## src/rtl/genesis_pad_scanner_if.sv

```systemverilog
// Pad-pin and register-side bundle for genesis_pad_scanner.
// BTN_W defaults to 12 when GENESIS_6BTN_EN is defined, otherwise 8.
interface genesis_pad_scanner_if #(
    parameter int NUM_PADS = 2,
`ifdef GENESIS_6BTN_EN
    parameter int BTN_W    = 12
`else
    parameter int BTN_W    = 8
`endif
);
    logic                      en;
    logic                      frame_tick;
    logic [NUM_PADS-1:0]       pin0;
    logic [NUM_PADS-1:0]       pin1;
    logic [NUM_PADS-1:0]       pin2;
    logic [NUM_PADS-1:0]       pin3;
    logic [NUM_PADS-1:0]       pin5;
    logic [NUM_PADS-1:0]       pin8;
    logic [NUM_PADS-1:0]       pin6;
    logic [BTN_W*NUM_PADS-1:0] buttons;
    logic [BTN_W*NUM_PADS-1:0] pressed;
    logic [BTN_W*NUM_PADS-1:0] released;
    logic                      valid;
    logic                      busy;
    logic                      overrun;

    modport master (
        output en, frame_tick, pin0, pin1, pin2, pin3, pin5, pin8,
        input  pin6, buttons, pressed, released, valid, busy, overrun
    );

    modport slave (
        input  en, frame_tick, pin0, pin1, pin2, pin3, pin5, pin8,
        output pin6, buttons, pressed, released, valid, busy, overrun
    );
endinterface

```

## src/rtl/genesis_pad_scanner.sv

```systemverilog
// Multi-pad Sega Genesis scanner: each frame_tick walks the select phases and publishes
// button words with press/release events. Define GENESIS_6BTN_EN for 6-button pad support.
module genesis_pad_scanner #(
    parameter int NUM_PADS      = 2,
    parameter int SETTLE_CYCLES = 64,
    parameter int CNT_W         = 8
) (
    input  logic                 clk,
    input  logic                 clr,
    genesis_pad_scanner_if.slave bus
);

`ifdef GENESIS_6BTN_EN
    localparam int BTN_W = 12;
    typedef enum logic [3:0] {
        S_IDLE, S_H1, S_L1, S_H2, S_L2, S_H3, S_L3, S_H4, S_COMMIT
    } state_t;
    localparam state_t S_SAMPLE_H = S_H1;
    localparam state_t S_SAMPLE_L = S_L1;
`else
    localparam int BTN_W = 8;
    typedef enum logic [1:0] {
        S_IDLE, S_WAIT_H, S_WAIT_L, S_COMMIT
    } state_t;
    localparam state_t S_SAMPLE_H = S_WAIT_H;
    localparam state_t S_SAMPLE_L = S_WAIT_L;
`endif

    localparam int               W      = BTN_W * NUM_PADS;
    localparam logic [CNT_W-1:0] RELOAD = CNT_W'(SETTLE_CYCLES - 1);

    state_t                state_q, state_d;
    logic [CNT_W-1:0]      cnt_q, cnt_d;
    logic [6*NUM_PADS-1:0] sync1_q, sync1_d;
    logic [6*NUM_PADS-1:0] sync2_q, sync2_d;
    logic [W-1:0]          shadow_q, shadow_d;
    logic [W-1:0]          buttons_q, buttons_d;
    logic [W-1:0]          pressed_q, pressed_d;
    logic [W-1:0]          released_q, released_d;
    logic                  valid_q, valid_d;
    logic                  overrun_q, overrun_d;
    logic [NUM_PADS-1:0]   pin6_q, pin6_d;
    logic                  sel_low_d;
    logic                  busy;
`ifdef GENESIS_6BTN_EN
    logic [NUM_PADS-1:0]   six_q, six_d;
`endif

    logic [NUM_PADS-1:0] s_pin0, s_pin1, s_pin2, s_pin3, s_pin5, s_pin8;

    // Two-flop synchroniser on every raw pin; its delay is absorbed by the settle time.
    always_comb begin
        sync1_d = {bus.pin8, bus.pin5, bus.pin3, bus.pin2, bus.pin1, bus.pin0};
        sync2_d = sync1_q;
    end

    assign {s_pin8, s_pin5, s_pin3, s_pin2, s_pin1, s_pin0} = sync2_q;
    assign busy = (state_q != S_IDLE);

    always_comb begin
        state_d    = state_q;
        cnt_d      = cnt_q;
        shadow_d   = shadow_q;
        buttons_d  = buttons_q;
        pressed_d  = '0;
        released_d = '0;
        valid_d    = 1'b0;
        overrun_d  = overrun_q | (bus.frame_tick & busy);
`ifdef GENESIS_6BTN_EN
        six_d      = six_q;
`endif
        case (state_q)
            S_IDLE: begin
                if (bus.frame_tick && bus.en) begin
                    state_d = S_SAMPLE_H;
                    cnt_d   = RELOAD;
                end
            end
            S_COMMIT: begin
                buttons_d  = shadow_q;
                pressed_d  = shadow_q & ~buttons_q;
                released_d = ~shadow_q & buttons_q;
                valid_d    = 1'b1;
                state_d    = S_IDLE;
            end
            default: begin
                if (cnt_q != '0) begin
                    cnt_d = cnt_q - 1'b1;
                end else begin
                    // Phases are declared in scan order, so the next phase is the next encoding.
                    cnt_d   = RELOAD;
                    state_d = state_t'(state_q + 1'b1);
                    for (int p = 0; p < NUM_PADS; p++) begin
                        if (state_q == S_SAMPLE_H) begin
                            shadow_d[p*BTN_W + 0] = ~s_pin0[p];
                            shadow_d[p*BTN_W + 1] = ~s_pin1[p];
                            shadow_d[p*BTN_W + 2] = ~s_pin2[p];
                            shadow_d[p*BTN_W + 3] = ~s_pin3[p];
                            shadow_d[p*BTN_W + 5] = ~s_pin5[p];
                            shadow_d[p*BTN_W + 6] = ~s_pin8[p];
                        end
                        if (state_q == S_SAMPLE_L) begin
                            shadow_d[p*BTN_W + 4] = ~s_pin5[p];
                            shadow_d[p*BTN_W + 7] = ~s_pin8[p];
                        end
`ifdef GENESIS_6BTN_EN
                        if (state_q == S_L3) begin
                            six_d[p] = ~s_pin0[p] & ~s_pin1[p];
                        end
                        if (state_q == S_H4) begin
                            shadow_d[p*BTN_W + 8 +: 4] = six_q[p] ?
                                ~{s_pin3[p], s_pin2[p], s_pin1[p], s_pin0[p]} : 4'b0000;
                        end
`endif
                    end
                end
            end
        endcase

        // Select is registered from the next state so the pad sees a clean, glitch-free level.
`ifdef GENESIS_6BTN_EN
        sel_low_d = (state_d == S_L1) || (state_d == S_L2) || (state_d == S_L3);
`else
        sel_low_d = (state_d == S_WAIT_L);
`endif
        pin6_d = {NUM_PADS{~sel_low_d}};
    end

    always_ff @(posedge clk) begin
        if (clr) begin
            state_q    <= S_IDLE;
            cnt_q      <= '0;
            sync1_q    <= '1;
            sync2_q    <= '1;
            shadow_q   <= '0;
            buttons_q  <= '0;
            pressed_q  <= '0;
            released_q <= '0;
            valid_q    <= 1'b0;
            overrun_q  <= 1'b0;
            pin6_q     <= '1;
`ifdef GENESIS_6BTN_EN
            six_q      <= '0;
`endif
        end else begin
            state_q    <= state_d;
            cnt_q      <= cnt_d;
            sync1_q    <= sync1_d;
            sync2_q    <= sync2_d;
            shadow_q   <= shadow_d;
            buttons_q  <= buttons_d;
            pressed_q  <= pressed_d;
            released_q <= released_d;
            valid_q    <= valid_d;
            overrun_q  <= overrun_d;
            pin6_q     <= pin6_d;
`ifdef GENESIS_6BTN_EN
            six_q      <= six_d;
`endif
        end
    end

    assign bus.pin6     = pin6_q;
    assign bus.buttons  = buttons_q;
    assign bus.pressed  = pressed_q;
    assign bus.released = released_q;
    assign bus.valid    = valid_q;
    assign bus.busy     = busy;
    assign bus.overrun  = overrun_q;

endmodule

```

## src/flat_wrapper.sv

```systemverilog
// flat-port wrapper written by rule: the top's interface ports become plain ports
module genesis_pad_scanner_flat 
#(
    parameter int NUM_PADS      = 2,
    parameter int SETTLE_CYCLES = 64,
    parameter int CNT_W         = 8
)
  (clk, clr, bus_en, bus_frame_tick, bus_pin0, bus_pin1, bus_pin2, bus_pin3, bus_pin5, bus_pin8, bus_pin6, bus_buttons, bus_pressed, bus_released, bus_valid, bus_busy, bus_overrun);
  genesis_pad_scanner_if #(.NUM_PADS(NUM_PADS), .BTN_W((8))) bus_i ();
  input  logic clk;
  input  logic clr;
  input wire logic [$bits(bus_i.en)-1:0] bus_en;
  input wire logic [$bits(bus_i.frame_tick)-1:0] bus_frame_tick;
  input wire logic [$bits(bus_i.pin0)-1:0] bus_pin0;
  input wire logic [$bits(bus_i.pin1)-1:0] bus_pin1;
  input wire logic [$bits(bus_i.pin2)-1:0] bus_pin2;
  input wire logic [$bits(bus_i.pin3)-1:0] bus_pin3;
  input wire logic [$bits(bus_i.pin5)-1:0] bus_pin5;
  input wire logic [$bits(bus_i.pin8)-1:0] bus_pin8;
  output wire logic [$bits(bus_i.pin6)-1:0] bus_pin6;
  output wire logic [$bits(bus_i.buttons)-1:0] bus_buttons;
  output wire logic [$bits(bus_i.pressed)-1:0] bus_pressed;
  output wire logic [$bits(bus_i.released)-1:0] bus_released;
  output wire logic [$bits(bus_i.valid)-1:0] bus_valid;
  output wire logic [$bits(bus_i.busy)-1:0] bus_busy;
  output wire logic [$bits(bus_i.overrun)-1:0] bus_overrun;
  assign bus_i.en = bus_en;
  assign bus_i.frame_tick = bus_frame_tick;
  assign bus_i.pin0 = bus_pin0;
  assign bus_i.pin1 = bus_pin1;
  assign bus_i.pin2 = bus_pin2;
  assign bus_i.pin3 = bus_pin3;
  assign bus_i.pin5 = bus_pin5;
  assign bus_i.pin8 = bus_pin8;
  assign bus_pin6 = bus_i.pin6;
  assign bus_buttons = bus_i.buttons;
  assign bus_pressed = bus_i.pressed;
  assign bus_released = bus_i.released;
  assign bus_valid = bus_i.valid;
  assign bus_busy = bus_i.busy;
  assign bus_overrun = bus_i.overrun;
  genesis_pad_scanner #(.NUM_PADS(NUM_PADS), .SETTLE_CYCLES(SETTLE_CYCLES), .CNT_W(CNT_W)) u_core (.clk(clk), .clr(clr), .bus(bus_i));
endmodule
```

## config.mk

```make
export PLATFORM = sky130hd
export DESIGN_NAME = genesis_pad_scanner_flat
export DESIGN_NICKNAME = d
export VERILOG_FILES = /design/src/rtl/genesis_pad_scanner_if.sv /design/src/rtl/genesis_pad_scanner.sv /design/src/flat_wrapper.sv
export SDC_FILE = /design/constraint.sdc
export NUM_CORES = 1
export LEC_CHECK = 0
export BUFFER_PORTS_ARGS = -buffer_cell sky130_fd_sc_hd__buf_2
export CAP_MARGIN = 20
export CORE_MARGIN = 2
export CORE_UTILIZATION = 50
export DETAILED_ROUTE_END_ITERATION = 16
export PLACE_DENSITY = 0.74
export RECOVER_POWER = 50
export SLEW_MARGIN = 20
export SYNTH_ARGS = -nofsm -noshare
export SYNTH_HDL_FRONTEND = slang
export SYNTH_SLANG_ARGS = --single-unit
```

## constraint.sdc

```tcl
create_clock -name clk -period 3.7 [get_ports clk]
set_clock_uncertainty 0.15 [all_clocks]
set_input_delay 0.37 -clock clk [delete_from_list [all_inputs] [get_ports clk]]
set_output_delay 0.37 -clock clk [all_outputs]
set_load 0.005 [all_outputs]
```

==> results of run 1 <==
## per-stage QoR
step | area [um2] | hold WS, ps
2_1_floorplan | 3397 | 239.5
3_3_place_gp | 3750 | 246.6
3_5_place_dp | 3750 | 246.3
4_1_cts | 3943 | 21.17
5_1_grt | 3919 | 27.13
6_report | 3919 | 42.19
## per-layer routing
metal	share of wire, %	GRT usage, %	vias up
li1	-	-	1184
met1	50	22.95	1016
met2	43	24.69	57
met3	5.4	5.048	9
met4	1.7	8.949	0
met5	0	0	-
## cell type report
| class | count | area (um2) | area share [%] |
|---|---|---|---|
| Sequential cell | 101 | 2022 | 51.60 |
| Multi-Input combinational cell | 180 | 1249 | 31.86 |
| Timing Repair Buffer | 70 | 329.1 | 8.397 |
| Clock buffer | 12 | 145.1 | 3.704 |
| Tap cell | 80 | 100.1 | 2.554 |
| Clock inverter | 4 | 47.55 | 1.213 |
| Inverter | 7 | 26.28 | 0.6705 |
## path summary, 6_finish.rpt
kind / start / end / cells after the start
min: bus_pin2[1] / u_core.sync1_q[5] / 2
min reg2reg: u_core.sync2_q[0] / u_core.shadow_q[0] / 1
max: clr / u_core.cnt_q[5] / 4
max reg2reg: u_core.cnt_q[0] / u_core.shadow_q[5] / 6
## synthesized netlist by cell type (2+ instances only)
cell type | count | area, um2
a211o_1 | 2 | 17.52
nor3b_1 | 33 | 247.7
nor3_1 | 3 | 15.01
clkbuf_1 | 10 | 37.54
mux2i_1 | 16 | 160.2
a211oi_1 | 9 | 67.56
a21oi_1 | 10 | 50.05
buf_4 | 2 | 15.01
a211oi_2 | 8 | 100.1
buf_2 | 3 | 15.01
nand2_1 | 2 | 7.510
inv_1 | 7 | 26.28
ha_1 | 5 | 62.56
or2_2 | 27 | 168.9
nor2_1 | 39 | 146.4
a311oi_1 | 3 | 26.28
dfxtp_1 | 101 | 2022
o21ai_0 | 4 | 20.02
and3_1 | 2 | 12.51
## sequential cells by signal, indices dropped and copies added, names as in the netlist
register and flops:
u_core.bus.pin6 1, u_core.shadow_q 16, u_core.bus.buttons 16, u_core.bus.valid 1
u_core.sync2_q 12, u_core.state_q 2, u_core.bus.released 16, u_core.cnt_q 8
u_core.bus.overrun 1, u_core.bus.pressed 16, u_core.sync1_q 12
## worst max-delay path, cell delays in order
cell and delay, ps:
clkbuf_1 120, clkbuf_1 1950, o21bai_1 310, nor3_1 50
## kinds of logic after synthesis
logic type	Yosys count	synth area share [%]
and+or+nand+nor	117	20.41
muxes	16	4.714
buffers and inverters	25	3.794
adders and majority gates	5	1.842
DFF	101	59.52
AOI/OAI and AO/OA	42	9.724
## report_power, final
part | internal (mW) | switching [mW]
Sequential | 1.12 | 0.0370
Combinational | 0.0836 | 0.114
Clock | 0.329 | 0.338
Total | 1.54 | 0.489
==> impl_metrics.py, run 1 <==
metrics = {
    "sta": {
        "slew_headroom_pct": -81.71,
        "post-route-min-period_ps": 2721,
        "hold_viol": 0,
        "max_freq_ghz": 0.3675,
        "final-setup-viol-count": 0,
        "rsz0062_at_grt": "false",
        "fin_tns_setup_ps": 0,
        "tightest_slew_ps": 2726,
        "slew_violations": 69,
        "setup_slack_ps": 979.0,
        "period_share_pct": 73.54,
    },
    "hold_path": {
        "min_path_type": "in -> reg",
    },
    "route": {
        "wirelength_um": 5783,
        "via_count": 2266,
        "drtPass1Iterations": 4,
        "vias_per_cell": 4.991,
        "drc": 0,
        "drt_iter0_drc": 127,
        "wl_per_cell_um": 12.74,
        "ant_nets": 0,
    },
    "clock_network": {
        "root_buffer": "clkbuf_8",
        "cts_buffers": 9,
        "cts_hold_buf": 0,
        "cts_buffer_depth": 2,
        "clk_latency_ps": 350,
        "htreeDepth": 3,
        "post-cts-setup-buffer-count": 0,
        "postCtsResizedCells": 0,
        "cts_sinks": 101,
        "cts.clk_slew.worst_paths_ps": 80,
        "tritoncts": "done",
    },
    "setup_path": {
        "worstPathMaxFanout": 68,
        "rrSetupSlack_ps": 1170,
        "required_ps": 3790,
        "end_kind": "register",
        "path_class": "in -> reg",
        "cp-start-kind": "primary input",
        "cp.arrival_ps": 2810,
    },
    "global_routing": {
        "grt_pass1_vias": 2112,
        "grt_max_degree": 69,
        "gr-usage-all-layers_pct": 17.03,
        "antenna_found_initial": 0,
        "grt_pass1_wl_um": 9867,
        "overflow": 0,
    },
    "status": {
        "outcome": "finished, violations left",
        "violations": "capacitance limit, slew limit",
    },
    "final_layout": {
        "final_nets": 390,
        "fillers": 582,
        "utilization_pct": 58.65,
        "drive_above_1_share_pct": 27.54,
        "layout_commonest_cell": "dfxtp_1",
        "antenna_cells": 0,
        "layout_common_cells": "101 x dfxtp_1, 50 x buf_2, 39 x nor2_1",
        "area_growth_pct": 15.36,
        "instances_no_fill": 454,
    },
    "yosys": {
        "syn_avg_cell_area_um2": 11.10,
        "synth_edf_count": 0,
        "synthDistinctLibCells": 39,
        "yosys_warnings": 0,
        "syn_nets": 327,
        "synthesis.area_um2": 3397,
        "ys_ff_latch": 101,
        "yosysSeqAreaShare_pct": 59.52,
        "syn_inst": 306,
        "async_reset_ff_share_pct": 0,
        "ys.flop_type": "dfxtp_1",
    },
    "floorplanning": {
        "coreArea_um2": 6681,
        "dieArea_um2": 7469,
        "start_util_pct": 50.84,
        "fp.dieH_um": 86.43,
        "dieWidth_um": 86.43,
        "io_pins": 69,
        "row_count": 30,
    },
    "placement": {
        "dp_worst_setup_slack_ps": 1237,
        "place_congestion": 0.8191,
        "dp_hpwl_um": 3835,
        "placed_cells": 438,
        "port_buffers": 68,
    },
    "power_and_ir_drop": {
        "peakVddDrop_v": 0.0002135,
        "p_total_mw": 2.025,
        "powerDensity_nw_per_um2": 516.9,
        "p_leak_nw": 1.505,
    },
    "flow_run": {
        "max_cap_violations": 1,
    },
}
No activity file was read; power rests on OpenSTA's default activity.
==> inputs of run 2 (changes only) <==
- CORE_UTILIZATION: 50 -> 48
- clock period: 3.7 -> 2.4 ns (I/O delays scaled with it)
==> run 2 against run 1 <==
The run now ends clean; sequential share of layout area decreased by 2.3 points; setup slack got worse by 650 ps; critical path type is now reg -> reg; clock-buffer cell count unchanged.
==> impl_metrics.py, run 2 (synthesis results as in run 1) <==
metrics = {
    "placement": {
        "port_buffers": 68,
        "dp_hpwl_um": 3968,
        "place_congestion": 0.8608,
        "dpl-instance-area_um2": 3800,
        "dp_worst_setup_slack_ps": 364.4,
    },
    "setup_path": {
        "path_cells": "inv_1 -> ha_1 -> a21boi_0 -> nor2_1 -> a21oi_1 -> a311oi_1",
        "path_delay_family": "compound AO/OA/AOI/OAI gates",
        "path_class": "reg -> reg",
        "cp.arrival_ps": 2190,
        "end_kind": "register",
        "crit_path_max_incr_delay_ps": 420,
        "worstPathMaxFanout": 8,
        "cp-start-kind": "register",
        "cp_slowest_cell": "nor2_1",
        "crit_buf_inv": 1,
        "critPathLaunch": "u_core.state_q[0]",
        "required_ps": 2520,
        "worstReg2RegStart": "u_core.state_q[0]",
    },
    "clock_network": {
        "cts_buffer_depth": 2,
        "root_buffer": "clkbuf_8",
        "cts_sinks": 101,
        "clk_latency_ps": 360,
        "cts_buffers": 9,
        "cts.clk_slew.worst_paths_ps": 90,
        "tritoncts": "done",
        "postCtsResizedCells": 0,
        "htreeDepth": 3,
    },
    "sta": {
        "tightest_slew_ps": 981.2,
        "setup_slack_ps": 326.9,
        "post-route-min-period_ps": 2073,
        "rsz0062_at_grt": "false",
        "slew_violations": 0,
        "hold_viol": 0,
        "whs_ps": 229.6,
        "period_share_pct": 86.38,
        "fin_tns_setup_ps": 0,
        "slew_headroom_pct": 34.58,
        "final-setup-viol-count": 0,
        "max_freq_ghz": 0.4824,
    },
    "floorplanning": {
        "start_util_pct": 49.73,
        "io_pins": 69,
        "coreArea_um2": 6832,
        "dieWidth_um": 88.13,
        "fp.dieH_um": 88.13,
        "dieArea_um2": 7766,
        "row_count": 30,
    },
    "hold_path": {
        "hp-start": "bus_en",
        "min_path_type": "in -> reg",
    },
    "global_routing": {
        "grt_util_met3_pct": 4.807,
        "overflow": 0,
        "grt_pass1_wl_um": 9880,
        "gr-usage-all-layers_pct": 16.73,
        "grt_max_degree": 34,
        "grt_busiest_layer": "met2",
        "use_met2_pct": 25.55,
        "antenna_found_initial": 0,
        "grt_pass1_vias": 2094,
        "grt_use_met1_pct": 21.80,
    },
    "route": {
        "via_count": 2342,
        "ant_nets": 0,
        "drtPass1Iterations": 4,
        "wl_per_cell_um": 12.44,
        "vias_per_cell": 4.809,
        "drt_iter0_drc": 87,
        "drc": 0,
        "wirelength_um": 6060,
    },
    "final_layout": {
        "layout_commonest_cell": "dfxtp_1",
        "layout_common_cells": "101 x dfxtp_1, 43 x buf_2, 39 x nor2_1",
        "finalInstanceArea_um2": 4101,
        "area_growth_pct": 20.74,
        "drive_above_1_share_pct": 25.58,
        "final_nets": 407,
        "antenna_cells": 0,
        "fillers": 618,
    },
    "power_and_ir_drop": {
        "p_leak_nw": 1.553,
        "peakVddDrop_v": 0.0002847,
        "powerDensity_nw_per_um2": 782.1,
    },
    "status": {
        "outcome": "completed",
    },
    "flow_run": {
        "max_cap_violations": 0,
    },
}
run 2: tightest hold or removal path, stage by stage:
cell and delay [ps]:
buf_2 90, a21boi_0 120, o21ai_0 160, a21oi_1 80
run 2: worst paths after layout:
check / endpoint / slack, ps / depth (start not counted)
min reg2reg: u_core.sync2_q[3] / 260 / 1
max: u_core.cnt_q[4] / 330 / 6
min: u_core.state_q[1] / 230 / 4
max reg2reg: u_core.cnt_q[4] / 330 / 6
run 2: what timing repair did:
action,4_1_cts,5_1_grt
buffers inserted,0,0
endpoints found under the hold margin,13,0
hold buffers,13,0
setup endpoints to repair,0,0
run 2: through the flow:
stage / std cells / total power [mW] / utilization [%]
2_1_floorplan: 306 / 2.048 / -
3_3_place_gp: 458 / 2.130 / 55.62
3_5_place_dp: 458 / 2.136 / 55.62
4_1_cts: 487 / 3.227 / 60.59
5_1_grt: 487 / 3.346 / 60.04
6_report: 487 / 3.208 / 60.04
run 2: metal layers:
layer  up-vias  wire length (um)
met2        56              2598
met3        11               282
met1      1065              3064
li1       1210                 -
met5         -                 0
met4         0               114
run 2: power by group:
group	total (mW)	switching, mW	leakage, nW	internal, mW
Sequential	1.79	0.0559	0.821	1.73
Combinational	0.328	0.180	0.633	0.148
Clock	1.09	0.549	0.0992	0.543
run 2: final cells by class:
class                           instances  area (um2)  share of cell area, %
Clock buffer                           12       155.1                  3.783
Clock inverter                          4       53.80                  1.312
Inverter                                7       26.28                 0.6406
Multi-Input combinational cell        180        1246                  30.38
Sequential cell                       101        2022                  49.30
Tap cell                               96       120.1                  2.929
Timing Repair Buffer                   87       478.0                  11.65
==> inputs of run 3 (changes only) <==
- CTS_CLUSTER_DIAMETER: default -> 150
- REMOVE_ABC_BUFFERS: default -> 1
==> run 3 against run 2 <==
Combinational power shrank 2%; maximum frequency shrank 2.5%; setup slack lost 54 ps; sequential power is essentially flat; sequential share of layout area shrank 0.13 points; critical path type unchanged; global-route usage grew 0.075 points; die area is the same; sequential cell count is the same; highest routed layer unchanged; via count grew 1.4%; non-clock buffer count shrank 2; register-to-register slack lost 50 ps; final cell count shrank 0.41%; largest cell class unchanged.
==> impl_metrics.py, run 3 (synthesis results as in run 1) <==
metrics = {
    "floorplanning": {
        "io_pins": 69,
        "start_util_pct": 49.73,
        "dieWidth_um": 88.13,
        "fp.dieH_um": 88.13,
        "coreArea_um2": 6832,
        "row_count": 30,
        "dieArea_um2": 7766,
    },
    "setup_path": {
        "worstPathMaxFanout": 24,
        "path_class": "reg -> reg",
        "end_kind": "register",
        "cp-start-kind": "register",
        "required_ps": 2510,
        "cp.arrival_ps": 2240,
    },
    "power_and_ir_drop": {
        "powerDensity_nw_per_um2": 784.5,
        "p_leak_nw": 1.553,
        "peakVddDrop_v": 0.0004926,
    },
    "route": {
        "drtPass1Iterations": 4,
        "wl_per_cell_um": 12.83,
        "drc": 0,
        "vias_per_cell": 4.897,
        "wirelength_um": 6223,
        "drt_iter0_drc": 71,
        "ant_nets": 0,
        "via_count": 2375,
    },
    "global_routing": {
        "grt_pass1_wl_um": 10050,
        "gr-usage-all-layers_pct": 16.81,
        "grt_pass1_vias": 2170,
        "antenna_found_initial": 0,
        "overflow": 0,
        "grt_max_degree": 69,
    },
    "status": {
        "outcome": "completed",
    },
    "clock_network": {
        "cts_buffers": 9,
        "post-cts-setup-buffer-count": 0,
        "tritoncts": "done",
        "cts_buffer_depth": 2,
        "root_buffer": "clkbuf_8",
        "clk_latency_ps": 360,
        "htreeDepth": 3,
        "cts_sinks": 101,
        "cts.clk_slew.worst_paths_ps": 100,
    },
    "final_layout": {
        "area_growth_pct": 21.07,
        "layout_common_cells": "101 x dfxtp_1, 42 x buf_2, 39 x nor2_1",
        "final_nets": 405,
        "utilization_pct": 60.20,
        "layout_commonest_cell": "dfxtp_1",
        "antenna_cells": 0,
        "drive_above_1_share_pct": 25.45,
    },
    "sta": {
        "slew_violations": 0,
        "post-route-min-period_ps": 2127,
        "hold_viol": 0,
        "period_share_pct": 88.63,
        "fin_tns_setup_ps": 0,
        "max_freq_ghz": 0.4701,
        "slew_headroom_pct": 56.88,
        "rsz0062_at_grt": "false",
        "final-setup-viol-count": 0,
        "tightest_slew_ps": 646.9,
    },
    "placement": {
        "dp_hpwl_um": 3988,
        "place_congestion": 0.7744,
        "port_buffers": 68,
    },
    "hold_path": {
        "min_path_type": "in -> reg",
    },
    "flow_run": {
        "max_cap_violations": 0,
    },
}
[run 3: timing repair]
action,4_1_cts,5_1_grt
resized for setup,0,0
hold buffers,13,0
hold endpoints to repair,13,0
[run 3: stage by stage]
step                      power (mW)  std cells  hold slack, ps  area (um2)  setup WS, ps
after floorplan                2.028        288           154.6        3294         127.1
after global placement         2.118        456           241.4        3797         462.0
after detailed placement       2.128        456           243.2        3797         363.4
after CTS                      3.252        485           196.5        4145         266.3
after global routing           3.365        485           256.1        4113         22.94
final                          3.227        485           235.4        4113         272.9
[run 3: path summary, 6_finish.rpt]
path | slack (ps) | cells after the start | endpoint | from
min | 240 | 4 | u_core.state_q[1] | bus_en
min reg2reg | 250 | 1 | u_core.shadow_q[1] | u_core.sync2_q[2]
max | 270 | 7 | u_core.shadow_q[14] | u_core.cnt_q[0]
max reg2reg | 270 | 7 | u_core.shadow_q[14] | u_core.cnt_q[0]
[run 3: cell type report]
| class | count | area, um2 |
|---|---|---|
| clock inverter | 6 | 80.08 |
| tap | 96 | 120.1 |
| multi-input combinational | 180 | 1246 |
| timing repair buffer | 85 | 480.5 |
| clock buffer | 10 | 137.6 |
| sequential | 101 | 2022 |
| fill | 614 | 2719 |
| inverter | 7 | 26.28 |
[run 3: worst max-delay path: stages (launching register included)]
cell      delay [ps]
dfxtp_1          350
inv_1             60
ha_1             210
nor4b_4          400
and4_1           250
buf_4            280
nor2_1            90
a211oi_1         240
[run 3: layer usage]
layer  global-route usage, %  wire length [um]  vias to the layer above
met3                   4.807               298                        9
li1                        -                 -                     1202
met5                       0                 0                        -
met4                   7.438                85                        0
met1                   20.78              2830                     1113
met2                   27.41              3009                       51
[run 3: power by group]
part | total (mW) | leakage [nW] | internal, mW | switching, mW
combinational | 0.321 | 0.625 | 0.144 | 0.178
sequential | 1.79 | 0.821 | 1.73 | 0.0554
clock | 1.12 | 0.106 | 0.528 | 0.590
total | 3.23 | 1.55 | 2.40 | 0.823
